### src/rtl/alu_pkg.sv
// alu_pkg
// Shared definitions for the ALU issue controller and the ALU it feeds:
//   DW / AW      - datapath width and register-address width
//   state_e      - issue FSM state encoding (IDLE -> EXEC -> WB)
//   OP_*         - 4-bit opcode constants understood by the ALU
package alu_pkg;

  localparam int DW = 16;
  localparam int AW = 3;

  typedef enum logic [1:0] {
    ST_IDLE = 2'd0,
    ST_EXEC = 2'd1,
    ST_WB   = 2'd2
  } state_e;

  localparam logic [3:0] OP_ADD  = 4'b0000;
  localparam logic [3:0] OP_SUB  = 4'b0001;
  localparam logic [3:0] OP_AND  = 4'b0010;
  localparam logic [3:0] OP_OR   = 4'b0011;
  localparam logic [3:0] OP_XOR  = 4'b0100;
  localparam logic [3:0] OP_PASS = 4'b0101;

endpackage

### src/rtl/reg_file_8x16.sv
// reg_file_8x16
// 2**AW x DW register file, one synchronous write port, three asynchronous
// read ports, asynchronous active-low reset to zero. Register 0 is an
// ordinary register.
// Ports:
//   clk_i, rst_ni              clock, async active-low reset
//   we_i, waddr_i, wdata_i     write port (takes effect at the rising edge)
//   ra_i/ra_data_o             read port A (R operand)
//   rb_i/rb_data_o             read port B (S operand)
//   rc_i/rc_data_o             read port C (observation)
module reg_file_8x16 #(
  parameter int DW = 16,
  parameter int AW = 3
) (
  input  logic          clk_i,
  input  logic          rst_ni,
  input  logic          we_i,
  input  logic [AW-1:0] waddr_i,
  input  logic [DW-1:0] wdata_i,
  input  logic [AW-1:0] ra_i,
  input  logic [AW-1:0] rb_i,
  input  logic [AW-1:0] rc_i,
  output logic [DW-1:0] ra_data_o,
  output logic [DW-1:0] rb_data_o,
  output logic [DW-1:0] rc_data_o
);

  localparam int DEPTH = 1 << AW;

  logic [DW-1:0] mem_q [DEPTH];

  always_ff @(posedge clk_i or negedge rst_ni) begin
    if (!rst_ni) begin
      for (int i = 0; i < DEPTH; i++) mem_q[i] <= '0;
    end else if (we_i) begin
      mem_q[waddr_i] <= wdata_i;
    end
  end

  // No write-first bypass: reads always see the stored contents.
  assign ra_data_o = mem_q[ra_i];
  assign rb_data_o = mem_q[rb_i];
  assign rc_data_o = mem_q[rc_i];

endmodule

### src/rtl/alu_issue_ctrl.sv
// alu_issue_ctrl
// Issues one register-to-register command at a time to an external
// combinational ALU: latch operands (accept), let the ALU settle (EXEC),
// write the result and flags back (WB).
// Ports:
//   clk, reset                        clock, async active-low reset
//   cmd_valid/cmd_ready               command handshake
//   cmd_op, cmd_dst, cmd_rs, cmd_ss   opcode and register indices
//   ld_en, ld_addr, ld_data           direct register preload (IDLE only)
//   alu_R, alu_S, alu_op              registered operands/opcode to the ALU
//   alu_Y, alu_N, alu_Z, alu_C        ALU result and flags
//   status                            {N,Z,C} of the last completed op
//   done                              one-cycle pulse during writeback
//   rd_addr, rd_data                  combinational register observation
module alu_issue_ctrl #(
  parameter int DW = alu_pkg::DW,
  parameter int AW = alu_pkg::AW
) (
  input  logic          clk,
  input  logic          reset,
  input  logic          cmd_valid,
  output logic          cmd_ready,
  input  logic [3:0]    cmd_op,
  input  logic [AW-1:0] cmd_dst,
  input  logic [AW-1:0] cmd_rs,
  input  logic [AW-1:0] cmd_ss,
  input  logic          ld_en,
  input  logic [AW-1:0] ld_addr,
  input  logic [DW-1:0] ld_data,
  output logic [DW-1:0] alu_R,
  output logic [DW-1:0] alu_S,
  output logic [3:0]    alu_op,
  input  logic [DW-1:0] alu_Y,
  input  logic          alu_N,
  input  logic          alu_Z,
  input  logic          alu_C,
  output logic [2:0]    status,
  output logic          done,
  input  logic [AW-1:0] rd_addr,
  output logic [DW-1:0] rd_data
);

  import alu_pkg::*;

  state_e        state_q;
  logic [DW-1:0] r_q, s_q, y_q;
  logic [3:0]    op_q;
  logic [AW-1:0] dst_q;
  logic [2:0]    flags_q, status_q;
  logic          done_q;

  logic [DW-1:0] rs_data, ss_data;
  logic          we_d;
  logic [AW-1:0] waddr_d;
  logic [DW-1:0] wdata_d;
  logic          accept;

  // Preload wins over a command offered in the same IDLE cycle.
  assign cmd_ready = (state_q == ST_IDLE) && !ld_en;
  assign accept    = cmd_valid && cmd_ready;

  // The two write sources are mutually exclusive by state.
  always_comb begin
    we_d    = 1'b0;
    waddr_d = ld_addr;
    wdata_d = ld_data;
    if (state_q == ST_IDLE && ld_en) begin
      we_d = 1'b1;
    end else if (state_q == ST_WB) begin
      we_d    = 1'b1;
      waddr_d = dst_q;
      wdata_d = y_q;
    end
  end

  reg_file_8x16 #(.DW(DW), .AW(AW)) u_rf (
    .clk_i     (clk),
    .rst_ni    (reset),
    .we_i      (we_d),
    .waddr_i   (waddr_d),
    .wdata_i   (wdata_d),
    .ra_i      (cmd_rs),
    .rb_i      (cmd_ss),
    .rc_i      (rd_addr),
    .ra_data_o (rs_data),
    .rb_data_o (ss_data),
    .rc_data_o (rd_data)
  );

  always_ff @(posedge clk or negedge reset) begin
    if (!reset) begin
      state_q  <= ST_IDLE;
      r_q      <= '0;
      s_q      <= '0;
      y_q      <= '0;
      op_q     <= '0;
      dst_q    <= '0;
      flags_q  <= '0;
      status_q <= '0;
      done_q   <= 1'b0;
    end else begin
      case (state_q)
        ST_IDLE: begin
          if (accept) begin
            // Operands are copied here so a later write to rs/ss (including
            // the writeback of this very command) cannot disturb them.
            op_q    <= cmd_op;
            dst_q   <= cmd_dst;
            r_q     <= rs_data;
            s_q     <= ss_data;
            state_q <= ST_EXEC;
          end
        end
        ST_EXEC: begin
          y_q     <= alu_Y;
          flags_q <= {alu_N, alu_Z, alu_C};
          done_q  <= 1'b1;
          state_q <= ST_WB;
        end
        ST_WB: begin
          // Register write happens via the write port on this same edge.
          status_q <= flags_q;
          done_q   <= 1'b0;
          state_q  <= ST_IDLE;
        end
        default: begin
          done_q  <= 1'b0;
          state_q <= ST_IDLE;
        end
      endcase
    end
  end

  assign alu_R  = r_q;
  assign alu_S  = s_q;
  assign alu_op = op_q;
  assign status = status_q;
  assign done   = done_q;

endmodule

### config.mk
export PLATFORM = sky130hd
export DESIGN_NAME = alu_issue_ctrl
export DESIGN_NICKNAME = d
export VERILOG_FILES = /design/src/rtl/alu_pkg.sv /design/src/rtl/reg_file_8x16.sv /design/src/rtl/alu_issue_ctrl.sv
export SDC_FILE = /design/constraint.sdc
export NUM_CORES = 1
export LEC_CHECK = 0
export CAP_MARGIN = 20
export CORE_MARGIN = 3
export CORE_UTILIZATION = 55
export DETAILED_ROUTE_END_ITERATION = 8
export MAX_ROUTING_LAYER = met4
export PLACE_DENSITY = 0.86
export RECOVER_POWER = 50
export SKIP_CTS_REPAIR_TIMING = 1
export SLEW_MARGIN = 25
export SYNTH_ARGS = -nofsm -noshare
export SYNTH_HDL_FRONTEND = slang
export SYNTH_HIERARCHICAL = 1
export SYNTH_SLANG_ARGS = --single-unit
### constraint.sdc
create_clock -name clk -period 5.6 [get_ports clk]
set_input_delay 0.56 -clock clk [delete_from_list [all_inputs] [get_ports clk]]
set_output_delay 0.56 -clock clk [all_outputs]
set_load 0.03 [all_outputs]
### Word-level counts from Yosys, hierarchy flattened

Index checks and enable logic that the tools add are counted.

| cells by class | value |
|---|---|
| $lt $le $gt $ge | 5 |
| eq/ne operators | 3 |
| muxes and demuxes | 21 |
| bitwise operators | 4 |
| reductions and logical operators | 7 |

Operator list:

| cell | count |
|---|---|
| $bmux 16 s3 | 3 |
| $mux 16 | 9 |
| $bwmux 128 | 1 |
| $demux 16 s3 | 1 |
| $ge 4x4->1 const B | 4 |
| $not 3->4 | 4 |
| $mux 3 | 2 |
| $logic_and 1x1->1 | 4 |
| $lt 4x1->1 const B | 1 |
| $pmux 2 s2 | 1 |
| $eq 2x1->1 const B | 1 |
| $eq 2x2->1 const B | 1 |
| $logic_not 2->1 | 1 |
| $mux 1 | 2 |
| $mux 2 | 1 |
| $ne 2x2->1 const B | 1 |
| $pmux 1 s2 | 1 |
| $reduce_and 2->1 | 1 |
| $logic_not 1->1 | 1 |

| storage, ports and cells | value |
|---|---|
| register bits | 192 |
| input port bits | 58 |
| output and inout port bits | 57 |
| word-level logic and storage cells | 57 |

### Longest topological paths before layout

Gate-level depths: netlist of the first run.

| depth | value |
|---|---|
| depth in word-level cells | 9 |
| gate-level depth with buffers | 8 |
| mapped depth without buffers | 4 |

### Modules after synthesis

The synthesis of the first run kept the hierarchy.

Modules (own cells, without submodules):

| module | times used | cells an instance | area each (µm²) | sequential area each (µm²) |
|---|---|---|---|---|
| reg_file_8x16 | 1 | 450 | 8071.5 | 3203.1 |
| alu_issue_ctrl | 1 | 160 | 2628.8 | 1601.5 |

### Worst setup path before layout of the first run

Ideal clock, no wire load.

| timing | value |
|---|---|
| path kind | register to register |
| from | register state_q[1] |
| to | register u_rf/mem_q[117] (netlist name) |
| setup time | 0.125 ns |
| arrival | 2.354 ns |
| required time | 5.475 ns |
| slack | 3.121 ns |
| stages on the path, launching flop included | 8 |
| buffers on the path | 3 |
| period minus slack after synthesis | 2.479 ns |
| cells stage by stage | dfrtp_1 nor2b_1 buf_4 mux2_2 buf_4 nor4b_4 buf_6 mux2_2 |

| on the way | value |
|---|---|
| word-level cells in the longest chain between the ends | 9 |
| elaborated cells on any way between the ends | 16 |
| those cells by class | 2 x order compare; 1 x eq/ne; 9 x mux; 1 x bitwise; 3 x reduce/logical |

Ends and longest elaborated chain:

| what | line | text |
|---|---|---|
| start, declared | alu_issue_ctrl.sv:45 | `state_e state_q;` |
| start signal, assigned | alu_issue_ctrl.sv:92 | `state_q <= ST_IDLE;` |
| start signal, assigned | alu_issue_ctrl.sv:111 | `state_q <= ST_EXEC;` |
| start signal, assigned | alu_issue_ctrl.sv:118 | `state_q <= ST_WB;` |
| $eq 2x2->1 / $logic_not 2->1 (equally long branches) | alu_issue_ctrl.sv:69, alu_issue_ctrl.sv:67 |  |
| $mux 3 / $logic_and 1x1->1 (equally long branches) | alu_issue_ctrl.sv:69, alu_issue_ctrl.sv:67 |  |
| $mux 3 * | alu_issue_ctrl.sv:67 | `if (state_q == ST_IDLE && ld_en) begin` |
| net waddr_d[1] | alu_issue_ctrl.sv:54 | `logic [AW-1:0] waddr_d;` |
| $not 3->4 (not written as such) * | reg_file_8x16.sv:36 | `mem_q[waddr_i] <= wdata_i;` |
| $ge 4x4->1 (not written as such) / $lt 4x1->1 (equally long branches) | reg_file_8x16.sv:36 |  |
| $logic_and 1x1->1 (not written as such) | reg_file_8x16.sv:36 |  |
| $mux 16 (not written as such) | reg_file_8x16.sv:36 |  |
| $demux 16 s3 * | reg_file_8x16.sv:36 |  |
| $bwmux 128 * | reg_file_8x16.sv:36 |  |
| end signal, assigned by index | reg_file_8x16.sv:36 |  |
| end, declared | reg_file_8x16.sv:30 | `logic [DW-1:0] mem_q [DEPTH];` |

The timed path passes the listed nets; every way through them passes the cells marked *.
A chain may end at the register's enable or synchronous reset.

### Worst setup path after layout of the first run

| timing | value |
|---|---|
| from | input port ld_en |
| to | register s_q[4], in the netlist alu_S[4] |

| on the way | value |
|---|---|
| word-level cells in the longest chain between the ends | 4 |

Ends and longest elaborated chain:

| what | line | text |
|---|---|---|
| start, declared | alu_issue_ctrl.sv:27 | `input logic ld_en,` |
| $logic_not 1->1 | alu_issue_ctrl.sv:59 | `assign cmd_ready = (state_q == ST_IDLE) && !ld_en;` |
| $logic_and 1x1->1 | alu_issue_ctrl.sv:59 |  |
| $logic_and 1x1->1 | alu_issue_ctrl.sv:60 | `assign accept = cmd_valid && cmd_ready;` |
| $reduce_and 2->1 (no source line) | - |  |
| end signal, assigned | alu_issue_ctrl.sv:110 | `s_q <= ss_data;` |
| end, declared | alu_issue_ctrl.sv:46 | `logic [DW-1:0] r_q, s_q, y_q;` |

No other way between the ends.

==> results.txt, run 1 <==
The flow ran to the end, but the final reports show violations. The checks that failed: max-capacitance violations, max-slew violations. The remaining antenna violation count was 0; the max-slew violation total from the final report was 125. Areal power density over the cells: 482 nW/µm². The routed layout has 6322 vias.

Summed over all nets, the half-perimeter wirelength after detailed placement is 15.4 mm. The worst register-to-register path begins at state_q[1]. The critical path runs through a total of 4 cells.

For the number of antenna diodes, the log shows 0. The total number of H-tree levels was 4; the number of instances in the synthesized netlist was 610. The area of the placeable core is 18900 µm². The worst-margin pin slew is 3640 ps.

Sorting the synthesized cells by how often they occur yields sky130_fd_sc_hd__mux2_2, sky130_fd_sc_hd__dfrtp_1, sky130_fd_sc_hd__mux4_1, sky130_fd_sc_hd__buf_6, sky130_fd_sc_hd__mux4_2. STA classifies the critical path startpoint as a primary input. Setup violations remaining at the end of the flow were counted as 0.

In this run the horizontal extent of the chip is 145 µm. In this run the cell area measured after placement is 11900 µm². The clock latency reported for the late side of the worst-skew pair came out at 430 ps. The layout net count is 761. For this design, the slowest cell found on the critical path is sky130_fd_sc_hd__clkbuf_1. Yosys mapped a number of flops with a built-in enable equal to 0. The critical path is of the primary input to register type. Worst reg2reg path endpoint: u_rf/mem_q[119]. The number of cells on the worst hold path is 1. The logs give 282 MHz for the highest achievable clock rate and 5910 ps for the required time of the critical path. For this run, the slowest stage of the critical path takes 1730 ps.

The number of sinks handled by clock tree synthesis came out at 192. The worst hold path begins at alu_S[6]. The clock arrives with 9.42 ps of skew. The first global-routing pass estimated 39.8 mm of wire. The count of state elements after synthesis was 192; the number of cells traversed by the worst register-to-register path was 6. The run gives 0 as the initial antenna violation count. End of the worst hold path: alu_S[6]. The total nets after synthesis came out at 668. The share of post-route cells with drive strength above 1 was 44.7%; the portion of the post-synthesis area used by sequential elements was 44.9%. Broken down by cell family, the worst path's largest delay share belongs to buffers and inverters.

The mapped cell area is 10700 µm². The count of buffer and inverter cells on the critical path is 2, and the full die area is 21200 µm². Routed wirelength normalized by instance count: 25.6 µm. At the end of routability-driven placement, the weighted congestion stood at 0.815.

The logs give 56.6% for the starting density of the core and 25.0 mm for the aggregate routed wire length. The tools report the total track usage as 25.0%. Yosys printed 6 warnings. The final hold violation count was 0; the area share of the largest cell type after synthesis was 44.9%.

The final hold slack is 501 ps, and the time the worst path needs with I/O delays and setup is 3550 ps. The tool flagged a number of max-cap violations equal to 3. The post-synthesis area per instance was 17.5 µm². For the number of global-route vias before repair, the log shows 6937.

Yosys attributes the largest share of cell area to sky130_fd_sc_hd__dfrtp_1, sky130_fd_sc_hd__mux2_2, sky130_fd_sc_hd__mux4_1. After routing the design area is 12500 µm². Traced cell by cell, the critical path runs through dlygate4sd3_1 -> nor4b_1 -> clkbuf_1 -> mux2_2. The run gives 17 as the number of buffers created by CTS.

Global routing finished with a remaining overflow of 0. The synthesis-to-finish area growth came out at 16.6%. Share of async-settable or async-resettable flops after synthesis: 100%.

The biggest fanout along the worst timing path works out to 38. Entering global routing, the biggest net connects 84 pins. Using the TritonRoute via totals, the vias-per-cell ratio works out to 6.48. The run gives 404 as the number of violations reported at the end of detailed-routing iteration 0.

The biggest area contributor in the post-synthesis netlist is sky130_fd_sc_hd__dfrtp_1. Number of distinct library cells after synthesis: 19. Maximum root-to-sink buffer count: 2. Number of placement rows: 50. Peak ir drop on the vdd network: 0.258 mV.

Setup repair after global routing left no endpoint under its margin. Summed over all cells, the static leakage comes to 5.22 nW. The logs give 0 ps for the summed negative setup slack over all endpoints and 3860 ps for the arrival time reported for the critical path endpoint. In this run the worst hold path is classified as register to register.

The worst slew margin relative to its limit was -143%. Iteration count of the initial detailed-routing pass: 4. For this design the top-level I/O count stands at 115. The final critical path takes up 63.4% of the cycle.

From bottom edge to top edge, the die measures 145 µm. The root buffer cell chosen for the clock tree is sky130_fd_sc_hd__clkbuf_16. The clock-pin transition on the worst setup and hold timing paths is 70 ps. In the routed design, unresolved DRC markers number 0. The reg-to-reg setup timing slack was 2190 ps. The count of buffers added on input and output ports is 114.

TritonCTS built the clock tree. The most common cell in the synthesized netlist is sky130_fd_sc_hd__mux2_2. Among all flip-flop cells after synthesis, the most frequent one is sky130_fd_sc_hd__dfrtp_1. The tools report the endpoint class of the critical path as a register.
-- cell families after synthesis --
logic type	share of synthesized area [%]
simple gates	1.59
mux	50.1
flops	44.9
buf+inv	3.41
-- registers in the layout (all words and copies together) (netlist names) --
| signal | cells |
|---|---|
| alu_S | 16 |
| state_q | 2 |
| y_q | 16 |
| u_rf/mem_q | 128 |
| flags_q | 3 |
| status | 3 |
| alu_op | 4 |
| done | 1 |
| alu_R | 16 |
| dst_q | 3 |
-- where the power goes --
part | switching [W] | internal (W) | total (W)
Combinational | 0.000941 | 0.00137 | 0.00231
Sequential | 0.000481 | 0.00195 | 0.00243
Clock | 0.000520 | 0.000749 | 0.00127
-- worst reg2reg max path: cells and delay by family (launching register included) --
kind / cells / cell delay (ps)
and+or+nand+nor: 2 / 1290
muxes: 2 / 850
DFF: 1 / 430
buffers and inverters: 2 / 720
-- area by class of cell --
class	count	area [µm²]
Sequential cell	192	4800
Fill cell	1250	6420
Clock inverter	9	130
Timing Repair Buffer	124	1180
Tap cell	260	325
Multi-Input combinational cell	368	5550
Clock buffer	23	488
-- metal layers --
layer	vias to the layer above	global-route usage (%)	part of all wire, %
met3	39	4.55	5.0
met5	-	-	0
met2	243	42.9	52
li1	2655	-	-
met1	3385	31.1	41
met4	0	6.36	1.8
-- cell usage in the layout (no fill, tap or decap) --
cell / synthesis / final
sky130_fd_sc_hd__mux4_2: 12 / 12
sky130_fd_sc_hd__clkbuf_16: 0 / 17
sky130_fd_sc_hd__dlygate4sd3_1: 0 / 3
sky130_fd_sc_hd__nor2b_1: 2 / 1
sky130_fd_sc_hd__nor2_1: 4 / 4
sky130_fd_sc_hd__bufinv_16: 0 / 3
sky130_fd_sc_hd__buf_4: 7 / 8
sky130_fd_sc_hd__nor2b_2: 0 / 1
sky130_fd_sc_hd__clkinv_2: 0 / 2
sky130_fd_sc_hd__clkbuf_1: 4 / 4
sky130_fd_sc_hd__and4bb_2: 1 / 1
sky130_fd_sc_hd__buf_2: 10 / 6
sky130_fd_sc_hd__mux2_1: 2 / 2
sky130_fd_sc_hd__nor3_1: 1 / 1
sky130_fd_sc_hd__nand4_2: 1 / 1
sky130_fd_sc_hd__buf_6: 18 / 1
sky130_fd_sc_hd__clkdlybuf4s50_1: 0 / 104
sky130_fd_sc_hd__clkbuf_8: 0 / 4
sky130_fd_sc_hd__nand4b_2: 3 / 3
sky130_fd_sc_hd__clkinvlp_4: 0 / 4
sky130_fd_sc_hd__mux4_1: 84 / 84
sky130_fd_sc_hd__nor4bb_4: 0 / 2
sky130_fd_sc_hd__dfrtp_1: 192 / 192
sky130_fd_sc_hd__nor4b_4: 2 / 1
sky130_fd_sc_hd__mux2_2: 254 / 254
sky130_fd_sc_hd__nor4b_1: 0 / 1
-- how the worst max path moves through the flow --
stage | startpoint | endpoint
after CTS | state_q[1] | u_rf/mem_q[119]
after global placement | rd_addr[0] | rd_data[13]
after global routing | reset | u_rf/mem_q[72]
after floorplan | state_q[1] | u_rf/mem_q[117]
after detailed placement | state_q[1] | u_rf/mem_q[116]
final | ld_en | alu_S[4]
-- metrics by stage --
step	power [W]	util, %	setup slack [ps]	instances
after floorplan	0.00392	-	3120	610
after global placement	0.00459	63.0	2180	944
after detailed placement	0.00475	63.0	2080	944
after CTS	0.00604	66.2	2060	976
after global routing	0.00631	66.0	1520	976
final	0.00601	66.0	2050	976
(Power assumes the default switching activity.)
==> run 2: changes to the inputs <==
==> constraint.sdc (replaced) <==
create_clock -name clk -period 3.3 [get_ports clk]
set_input_delay 0.33 -clock clk [delete_from_list [all_inputs] [get_ports clk]]
set_output_delay 0.33 -clock clk [all_outputs]
set_load 0.03 [all_outputs]
==> results.txt, run 2 (synthesis results as in run 1) <==
The run finished, with violations left. The final reports fail on max-capacitance violations, max-slew violations. TritonCTS built the clock tree. The worst slew margin relative to its limit came out at -44.7% (+98 points).

Number of violations reported at the end of detailed-routing iteration 0: 501 (+24%). Highest-utilization routing layer at the global route stage: met2. The number of sinks handled by clock tree synthesis is 192 (unchanged), and the required time of the critical path is 2970 ps (-2940 ps). The clock latency reported for the late side of the worst-skew pair came out at 440 ps (about the same).

The tree is rooted in a sky130_fd_sc_hd__clkbuf_16. The vias after detailed routing was 6376 (+0.85%); the stage delay of the slowest cell on the critical path was 610 ps (-1120 ps). The layout net count was 777 (+2.1%); the initial antenna violation count was 0 (unchanged). The share of post-route cells with drive strength above 1 is 46.0% (+1.3 points). The tools report the total number of H-tree levels as 4 (unchanged). Areal power density over the cells: 814 nW/µm² (+69%).

The summed negative setup slack over all endpoints came out at 0 ps (unchanged). The time the worst path needs with I/O delays and setup is 2780 ps. Endpoint class of the critical path: a primary output. The full die area is 21200 µm² (unchanged), and the setup violation total in the final timing report is 0 (unchanged).

The logs give 87 (-30%) for the max-slew violation total from the final report and 17 (unchanged) for the number of buffers created by CTS. The cell with the largest stage delay on the worst path was sky130_fd_sc_hd__clkdlybuf4s50_1. The static leakage is 5.33 nW (+2.0%), and the count of input and output buffers is 114 (unchanged). The number of placement rows is 50 (unchanged), and the met3 usage is 5.61% (+1.1 points). The tools report the wire length of the first global-routing pass as 40.6 mm (+2.0%).

The run gives 0 (unchanged) as the remaining antenna violation count. The peak ir drop on the vdd network was 0.519 mV (+100%); the chip width was 145 µm (unchanged). The number of remaining DRC errors is 0 (unchanged). The maximum root-to-sink buffer count came out at 2 (unchanged). The cell occurring most often along the worst timing path is sky130_fd_sc_hd__clkdlybuf4s50_1. The part of the cycle the worst path needs is 84.3%. In the layout the commonest cells are sky130_fd_sc_hd__mux2_2, sky130_fd_sc_hd__dfrtp_1, sky130_fd_sc_hd__clkdlybuf4s50_1. The worst setup path is of the primary input to primary output kind. Worst-margin pin slew: 2170 ps (-1470 ps). The die extent in y was 145 µm (unchanged). The mean number of vias per cell came out at 6.43 (-0.77%). The tools report the count of maximum capacitance violations as 1 (-2).

The library cell used most frequently in the layout, excluding fill and tap cells, is sky130_fd_sc_hd__mux2_2. The iteration count of the initial detailed-routing pass came out at 5 (+1). Leftover overflow at the end of global routing: 0 (unchanged). The clock-pin transition on the worst setup and hold timing paths was 70 ps (about the same); the pin count of the biggest net entering global routing was 88 (+4.8%).

The placer congestion estimate is 0.809 (-0.71%). The tools report the launching element type of the critical path as a primary input. The run gives 32.9% (+1.8 points) as the met1 usage in global routing. The aggregate routed wire length was 25.2 mm (+1.0%). The global routing met2 resource utilization was 41.8% (-1.1 points); the routed wirelength normalized by instance count was 25.4 µm (-0.63%). Counting flops per register, the top entry is u_rf/mem_q.

Traced cell by cell, the critical path runs through clkdlybuf4s50_1 -> buf_4 -> mux4_1 -> mux2_2 -> clkdlybuf4s50_1. The starting density of the core came out at 56.6% (unchanged). The number of antenna diodes is 0 (unchanged), and the arrival time reported for the critical path endpoint is 2450 ps (-1410 ps). For the area of the placeable core, the log shows 18900 µm² (unchanged). Timing would allow up to 359 MHz.

Setup repair after global routing left no endpoint under its margin. The final hold violation count was 0 (unchanged). The post-detailed-placement half-perimeter wirelength was 16.1 mm (+4.7%); the number of flip-flops in the largest register was 128 (unchanged). The total design power is 0.0103 W (+71%), and the biggest fanout along the worst timing path is 27 (-29%). The clock skew came out at 7.60 ps (-1.82 ps). Total track usage: 25.7% (+0.65 points).

The classification of the worst-slack hold path was primary input to register. The number of global-route vias before repair was 6923 (-0.20%). The top-level I/O count was 115 (unchanged). Compared with the post-synthesis result, the final layout area differs by 18.2%.
[run 2: cell count changes in the layout (fill, tap and decap cells not counted), moves of 3 or more]
cell                       delta
sky130_fd_sc_hd__buf_4       +17
sky130_fd_sc_hd__clkinv_4     +5
sky130_fd_sc_hd__clkbuf_8     -4
sky130_fd_sc_hd__buf_12       +3
sky130_fd_sc_hd__buf_2        -3
[run 2: critical path, delay by kind of cell]
family	cells	cell delay, ps
buf+inv	3	1430
mux	2	660
[run 2: report_power, final]
part / internal [W] / total [W] / switching, W
registers: 0.00331 / 0.00413 / 0.000822
clock network: 0.00128 / 0.00223 / 0.000944
logic: 0.00233 / 0.00393 / 0.00161
total: 0.00692 / 0.0103 / 0.00337
[run 2: cell type report]
cell class / count / area [µm²]
repair buffers: 140 / 1340
clock inverters: 14 / 208
well taps: 260 / 325
multi-input cells: 368 / 5550
clock buffers: 18 / 429
flip-flops and latches: 192 / 4800
fillers: 1257 / 6240
[run 2: metrics by stage]
stage	instance area, µm²	setup WS (ps)	hold WS, ps	util [%]	std cells
after global placement	12000	576	422	63.7	959
after global routing	12600	452	499	66.9	992
after floorplan	10700	821	34.4	-	610
final	12600	518	494	66.9	992
after CTS	12700	522	-38.2	67.1	991
after detailed placement	12000	500	433	63.7	959
[run 2: per-layer routing]
| layer | vias up | part of all wire (%) |
|---|---|---|
| met1 | 3398 | 41 |
| li1 | 2701 | - |
| met3 | 40 | 5.9 |
| met2 | 237 | 51 |
| met4 | 0 | 1.9 |
| met5 | - | 0 |
[run 2: path summary, 6_finish.rpt]
check	start	to	slack, ps	cells past startpoint
max	rd_addr[2]	rd_data[15]	520	5
min	alu_N	flags_q[2]	490	2
max reg2reg	state_q[1]	u_rf/mem_q[122]	560	6
min reg2reg	alu_S[9]	alu_S[9]	500	1
max in group asynchronous	reset	alu_op[3]	880	3
min in group asynchronous	reset	alu_S[7]	1060	2
